<file path="config.mk">
export PLATFORM = sky130hd
export DESIGN_NAME = dvbc_rs_encoder
export DESIGN_NICKNAME = d
export VERILOG_FILES = /design/src/rtl/dvbc_rs_pkg.sv /design/src/rtl/dvbc_rs_lfsr.sv /design/src/rtl/dvbc_rs_encoder.sv
export SDC_FILE = /design/constraint.sdc
export NUM_CORES = 1
export LEC_CHECK = 0
export BUFFER_PORTS_ARGS = -buffer_cell sky130_fd_sc_hd__buf_2
export CAP_MARGIN = 5
export CORE_MARGIN = 3
export CORE_UTILIZATION = 25
export CTS_BUF_LIST = sky130_fd_sc_hd__clkbuf_4
export CTS_CLUSTER_SIZE = 20
export DETAILED_ROUTE_END_ITERATION = 8
export PLACE_DENSITY_LB_ADDON = 0.2
export SYNTH_ARGS = -nofsm -noshare
export SYNTH_HDL_FRONTEND = slang
export SYNTH_SLANG_ARGS = --single-unit
</file>
<file path="constraint.sdc">
create_clock -name clk -period 3.3 [get_ports clk]
set_input_delay 0.66 -clock clk [delete_from_list [all_inputs] [get_ports clk]]
set_output_delay 0.66 -clock clk [all_outputs]
set_load 0.05 [all_outputs]
</file>
<file path="src/rtl/dvbc_rs_pkg.sv">
// Shared GF(2^m) arithmetic, RS generator construction and DVB-C default constants.
// Elaboration-time helpers only; no state.
package dvbc_rs_pkg;

  localparam int         DVBC_SYM_W   = 8;
  localparam logic [8:0] DVBC_GF_POLY = 9'h11D;
  localparam int         DVBC_MSG_LEN = 188;
  localparam int         DVBC_PAR_LEN = 16;
  localparam int         DVBC_FCR     = 0;

  localparam int MAX_SYM_W   = 8;
  localparam int MAX_PAR_LEN = 32;

  typedef enum logic {
    PH_MSG = 1'b0,
    PH_PAR = 1'b1
  } phase_t;

  // Shift-and-add multiply; bits above sym_w stay zero because every
  // doubling is reduced as soon as it reaches the field width.
  function automatic logic [7:0] gf_mul(input logic [7:0] a, input logic [7:0] b,
                                        input int sym_w, input logic [8:0] poly);
    logic [8:0] acc;
    logic [8:0] top_bit;
    logic [7:0] prod;
    acc     = {1'b0, a};
    top_bit = 9'd1 << sym_w;
    prod    = 8'd0;
    for (int i = 0; i < MAX_SYM_W; i++) begin
      if (i < sym_w) begin
        if (((b >> i) & 8'd1) != 8'd0) prod = prod ^ acc[7:0];
        acc = acc << 1;
        if ((acc & top_bit) != 9'd0) acc = acc ^ poly;
      end
    end
    return prod;
  endfunction

  // Coefficients g[0..par_len-1] of prod (x + alpha^(fcr+i)), packed 8 bits each;
  // the monic x^par_len term is implicit.
  function automatic logic [MAX_PAR_LEN*8-1:0] gen_poly(input int sym_w, input logic [8:0] poly,
                                                       input int fcr, input int par_len);
    logic [7:0]               g [MAX_PAR_LEN+1];
    logic [7:0]               root;
    logic [MAX_PAR_LEN*8-1:0] packed_g;
    for (int j = 0; j <= MAX_PAR_LEN; j++) g[j] = 8'd0;
    g[0] = 8'd1;
    root = 8'd1;
    for (int e = 0; e < fcr; e++) root = gf_mul(root, 8'd2, sym_w, poly);
    for (int i = 0; i < MAX_PAR_LEN; i++) begin
      if (i < par_len) begin
        for (int j = MAX_PAR_LEN; j >= 1; j--) g[j] = g[j-1] ^ gf_mul(g[j], root, sym_w, poly);
        g[0] = gf_mul(g[0], root, sym_w, poly);
        root = gf_mul(root, 8'd2, sym_w, poly);
      end
    end
    packed_g = '0;
    for (int j = 0; j < MAX_PAR_LEN; j++) packed_g[j*8 +: 8] = g[j];
    return packed_g;
  endfunction

endpackage

</file>
<file path="src/rtl/dvbc_rs_lfsr.sv">
// RS parity register bank: load = divide in one message symbol, shift = move parity out.
// clear restarts from an all-zero state (alone, or combined with load for the first symbol).
module dvbc_rs_lfsr
  import dvbc_rs_pkg::*;
#(
  parameter int         SYM_W   = DVBC_SYM_W,
  parameter logic [8:0] GF_POLY = DVBC_GF_POLY,
  parameter int         PAR_LEN = DVBC_PAR_LEN,
  parameter int         FCR     = DVBC_FCR
) (
  input  logic             clk,
  input  logic             rst_n,
  input  logic             load,
  input  logic             shift,
  input  logic             clear,
  input  logic [SYM_W-1:0] din,
  output logic [SYM_W-1:0] top
);

  localparam logic [MAX_PAR_LEN*8-1:0] G = gen_poly(SYM_W, GF_POLY, FCR, PAR_LEN);

  logic [SYM_W-1:0] r     [PAR_LEN];
  logic [SYM_W-1:0] base  [PAR_LEN];
  logic [SYM_W-1:0] r_nxt [PAR_LEN];
  logic [SYM_W-1:0] fb;

  function automatic logic [SYM_W-1:0] mul_g(input logic [SYM_W-1:0] a, input int k);
    return SYM_W'(gf_mul(8'(a), G[k*8 +: 8], SYM_W, GF_POLY));
  endfunction

  always_comb begin
    for (int k = 0; k < PAR_LEN; k++) base[k] = clear ? '0 : r[k];
    fb       = din ^ base[PAR_LEN-1];
    r_nxt[0] = mul_g(fb, 0);
    for (int k = 1; k < PAR_LEN; k++) r_nxt[k] = base[k-1] ^ mul_g(fb, k);
  end

  always_ff @(posedge clk or negedge rst_n) begin
    if (!rst_n) begin
      for (int k = 0; k < PAR_LEN; k++) r[k] <= '0;
    end else if (load) begin
      for (int k = 0; k < PAR_LEN; k++) r[k] <= r_nxt[k];
    end else if (shift) begin
      r[0] <= '0;
      for (int k = 1; k < PAR_LEN; k++) r[k] <= r[k-1];
    end else if (clear) begin
      for (int k = 0; k < PAR_LEN; k++) r[k] <= '0;
    end
  end

  assign top = r[PAR_LEN-1];

endmodule

</file>
<file path="src/rtl/dvbc_rs_encoder.sv">
// Systematic shortened RS encoder: message passes through, PAR_LEN parity symbols follow.
// Latency 1 cycle; input stalls while parity drains or when the output register is held.
// Optional DVBC_RS_ERR_CNT_EN adds a saturating 16-bit err_cnt of framing errors.
module dvbc_rs_encoder
  import dvbc_rs_pkg::*;
#(
  parameter int         SYM_W   = DVBC_SYM_W,
  parameter logic [8:0] GF_POLY = DVBC_GF_POLY,
  parameter int         MSG_LEN = DVBC_MSG_LEN,
  parameter int         PAR_LEN = DVBC_PAR_LEN,
  parameter int         FCR     = DVBC_FCR
) (
  input  logic             clk,
  input  logic             rst_n,
  input  logic             s_valid,
  output logic             s_ready,
  input  logic [SYM_W-1:0] s_data,
  input  logic             s_sop,
  output logic             m_valid,
  input  logic             m_ready,
  output logic [SYM_W-1:0] m_data,
  output logic             m_sop,
  output logic             m_eop,
  output logic             m_par,
  output logic             sop_err
`ifdef DVBC_RS_ERR_CNT_EN
  ,
  output logic [15:0]      err_cnt
`endif
);

  localparam int IDX_MAX = (MSG_LEN > PAR_LEN) ? MSG_LEN : PAR_LEN;
  localparam int IDX_W   = $clog2(IDX_MAX + 1);
  localparam logic [IDX_W-1:0] MSG_LAST = IDX_W'(MSG_LEN - 1);
  localparam logic [IDX_W-1:0] PAR_LAST = IDX_W'(PAR_LEN - 1);
  localparam logic             ONE_SYM  = (MSG_LEN == 1);

  phase_t           phase;
  logic [IDX_W-1:0] idx;
  logic             out_adv;
  logic             s_fire;
  logic             at_start;
  logic             restart;
  logic             msg_last;
  logic             par_shift;
  logic [SYM_W-1:0] par_sym;

  assign out_adv   = !m_valid || m_ready;
  assign s_ready   = (phase == PH_MSG) && out_adv;
  assign s_fire    = s_valid && s_ready;
  assign at_start  = (idx == '0);
  assign restart   = s_sop && !at_start;
  // A mid-packet sop re-bases the symbol to idx 0, so "last" must be judged from there.
  assign msg_last  = restart ? ONE_SYM : (idx == MSG_LAST);
  assign par_shift = (phase == PH_PAR) && out_adv;

  dvbc_rs_lfsr #(
    .SYM_W  (SYM_W),
    .GF_POLY(GF_POLY),
    .PAR_LEN(PAR_LEN),
    .FCR    (FCR)
  ) u_lfsr (
    .clk  (clk),
    .rst_n(rst_n),
    .load (s_fire),
    .shift(par_shift),
    .clear(s_fire && (at_start || s_sop)),
    .din  (s_data),
    .top  (par_sym)
  );

  always_ff @(posedge clk or negedge rst_n) begin
    if (!rst_n) begin
      phase   <= PH_MSG;
      idx     <= '0;
      m_valid <= 1'b0;
      m_data  <= '0;
      m_sop   <= 1'b0;
      m_eop   <= 1'b0;
      m_par   <= 1'b0;
      sop_err <= 1'b0;
    end else begin
      sop_err <= s_fire && (s_sop != at_start);
      case (phase)
        PH_MSG: begin
          if (s_fire) begin
            m_valid <= 1'b1;
            m_data  <= s_data;
            m_sop   <= at_start || s_sop;
            m_eop   <= 1'b0;
            m_par   <= 1'b0;
            if (msg_last) begin
              phase <= PH_PAR;
              idx   <= '0;
            end else begin
              idx <= restart ? IDX_W'(1) : idx + 1'b1;
            end
          end else if (out_adv) begin
            m_valid <= 1'b0;
          end
        end
        PH_PAR: begin
          if (out_adv) begin
            m_valid <= 1'b1;
            m_data  <= par_sym;
            m_sop   <= 1'b0;
            m_par   <= 1'b1;
            m_eop   <= (idx == PAR_LAST);
            if (idx == PAR_LAST) begin
              phase <= PH_MSG;
              idx   <= '0;
            end else begin
              idx <= idx + 1'b1;
            end
          end
        end
        default: phase <= PH_MSG;
      endcase
    end
  end

`ifdef DVBC_RS_ERR_CNT_EN
  always_ff @(posedge clk or negedge rst_n) begin
    if (!rst_n) begin
      err_cnt <= 16'd0;
    end else if (sop_err && (err_cnt != 16'hFFFF)) begin
      err_cnt <= err_cnt + 16'd1;
    end
  end
`endif

endmodule

</file>
==> impl_metrics.toml <==
[global_route]
grt_pass1_vias = 9070
grt_pass1_wl_um = 64600
antenna_found_initial = 2
grt-ovfl-total = 0
grt_max_degree = 83
gr-usage-all-layers = 0.184

[die]
dieArea_um2 = 48400
io_pins = 27
start_util = 0.256
coreArea_um2 = 44700
chipWidth_um = 220
die_y_um = 220
rows = 77

[final_layout]
final_area_um2 = 13000
seqCellArea_um2 = 3750
fin_cells = 1839
area_growth_pct = 14.0
drive_gt1_frac = 0.141
fill_cells = 4724
multiInputGateArea_um2 = 7220
nets = 1249

[worst_hold_path]
hold_class = "in2reg"

[placement]
dpl.hpwl_um = 30800
dp.cells = 1804
routabilityCongestion = 0.931
io_buffers = 26
post_dp_cell_area_um2 = 12700

[synth]
synth_cell_type_count = 49
synth_seq_cells = 150
synth_top_area_share = 0.328
synthArstFlopShare = 1.00
synth_edf_count = 0
synth_compound_area_frac = 0.208
ys_seq_area_frac = 0.328
synth_xor_area_frac = 0.324
synth_ff_type = "dfrtp_1"
synthSimpleGateAreaFrac = 0.0823
ys_warn_count = 0
synthAdderAreaFrac = 0.00437
synth.avg_cell_area_um2 = 9.57
yosysTopAreaCell = "dfrtp_1"
syn_area_um2 = 11400
yosys-top-cells-count = "xnor2_1, dfrtp_1, nand2_1"
synth_top_cells_by_area = "dfrtp_1, xnor2_1, xor2_1, xnor3_1, nand2_1"
muxShareOfSynthArea = 0.00699
synth_top_family_by_area = "XOR/XNOR gates"
synth_cells = 1196
synth_nets = 1213
synth_most_common_cell = "xnor2_1"

[clock_tree]
cts_root_buf = "clkbuf_4"
clkSlewWorstSetupHoldPaths_ps = 140
clockBufferDepth = 2
cts_tree = "yes"
cts_setup_buffers = 0
clock-sinks = 150
cts_inserted_buffers = 17
cts_max_level = 4
clk_latency_ps = 670

[worst_setup_path]
worst_setup_path_start_kind = "flip-flop"
worstSetupEndpointType = "flip-flop"
max_stage_delay_ps = 440
required_ps = 3890
slowest_stage = "dfrtp_1"
crit_fanout = 12
cp_cell_sequence = "nor4_1 -> nand3_1 -> ha_4 -> nor3_4 -> buf_4 -> buf_4 -> nor2_1 -> xnor2_2 -> xnor3_1 -> o21ai_1"
cpMostUsedCell = "buf_4"
worst_ep_arrival_time_ps = 3660
r2r_slack_ps = 230
crit_type = "reg2reg"

[timing]
drv_slew = 0
rsz0062_at_grt = "false"
tightest_slew_ps = 891
finalCritPeriodShare = 0.931
relSlewSlack = 0.403
finalHoldViolCount = 0
fmax_ghz = 0.326
period_needed_ps = 3070
fin_tns_setup_ps = 0
finClkSkew_ps = 35.1
setup_violations = 0

[routing]
drtAntennaViolNets = 0
wl_per_cell_um = 23.4
via_per_inst = 5.01
totalWireLength_um = 43100
vias = 9209
drt_iter0_markers = 866
drc = 0
dr.pass1.iters = 5

[run_status]
status = "complete, no violations"

[pwr]
peakVddDrop_uv = 486
power_density_nw_per_um2 = 1390
power_uw = 18100
p_leak_uw = 0.00563

[run]
cap_violations = 0
[area by class of cell]
class	instances	share of cell area
multi-input cells	928	0.553
flip-flops and latches	150	0.288
repair buffers	113	0.0713
well taps	592	0.0568
clock inverters	14	0.0140
clock buffers	18	0.0104
inverters	22	0.00633
diodes	2	0.000384
[report_power, final]
| group | leakage [uW] | internal, uW | switching [uW] | total [uW] |
|---|---|---|---|---|
| Clock | 0.000167 | 603 | 788 | 1390 |
| Combinational | 0.00357 | 6160 | 6890 | 13000 |
| Sequential | 0.00190 | 2590 | 1070 | 3660 |
[logic make-up after synthesis]
group	count (synthesis)
buf+inv	118
simple gates	229
mux	8
flops	150
fa+ha+maj	4
compound gates	341
xor+xnor	346
[worst paths after layout]
check,depth (start not counted),from,end
min in group asynchronous,2,rst_n,u_lfsr.r[118]$_DFFE_PN0P_
max in group asynchronous,3,rst_n,u_lfsr.r[117]$_DFFE_PN0P_
max,10,idx[4]$_DFFE_PN0P_,u_lfsr.r[52]$_DFFE_PN0P_
min,2,s_valid,m_valid$_DFFE_PN0P_
max reg2reg,10,idx[4]$_DFFE_PN0P_,u_lfsr.r[52]$_DFFE_PN0P_
min reg2reg,2,m_data[2]$_DFFE_PN0P_,m_data[2]$_DFFE_PN0P_
[critical path, delay by kind of cell, from the launching register on]
family          cells  cell delay, ps
flops               1             440
compound gates      1             120
buf+inv             2             440
simple gates        4             920
xor+xnor            2             850
fa+ha+maj           1             250
[placed cells by master (no fill, tap or decap), types with 8 or more instances in the layout]
cell type	count
xnor2_1	200
dfrtp_1	150
nand2_1	125
o21ai_0	94
xor2_1	90
buf_4	75
nor2_1	67
a22oi_1	44
a21o_1	39
a221o_1	38
a21oi_1	27
a211oi_1	25
buf_2	25
xnor3_1	23
a22o_1	22
inv_1	22
clkbuf_4	18
o221ai_1	15
xnor2_2	12
buf_12	11
and3_1	8
xor2_2	8
mux2i_1	8
[metal layers]
metal	vias to the layer above	part of all wire	track usage
met3	45	0.042	0.0268
met2	235	0.46	0.290
met1	4697	0.47	0.259
met4	0	0.025	0.0612
li1	4232	-	-
met5	-	0	0
[state kept, by name, indices dropped and copies added, names as in the netlist]
signal      count
m_par           1
phase           1
u_lfsr.top      8
m_data          8
sop_err         1
idx             8
u_lfsr.r      120
m_eop           1
m_valid         1
m_sop           1
[repair_timing]
item	in CTS	in global routing
setup endpoints to repair	0	4
resized for setup	0	1
hold buffers	1	0
endpoints found under the hold margin	46	0
[metrics by stage]
step           setup WS, ps  hold slack, ps   util
5_1_grt                15.3             218  0.292
2_1_floorplan           620             364      -
6_report                229             248  0.292
4_1_cts                 141             176  0.292
3_5_place_dp            184             465  0.284
3_3_place_gp            195             457  0.284
Note: power is estimated with default switching activity, not from simulation.
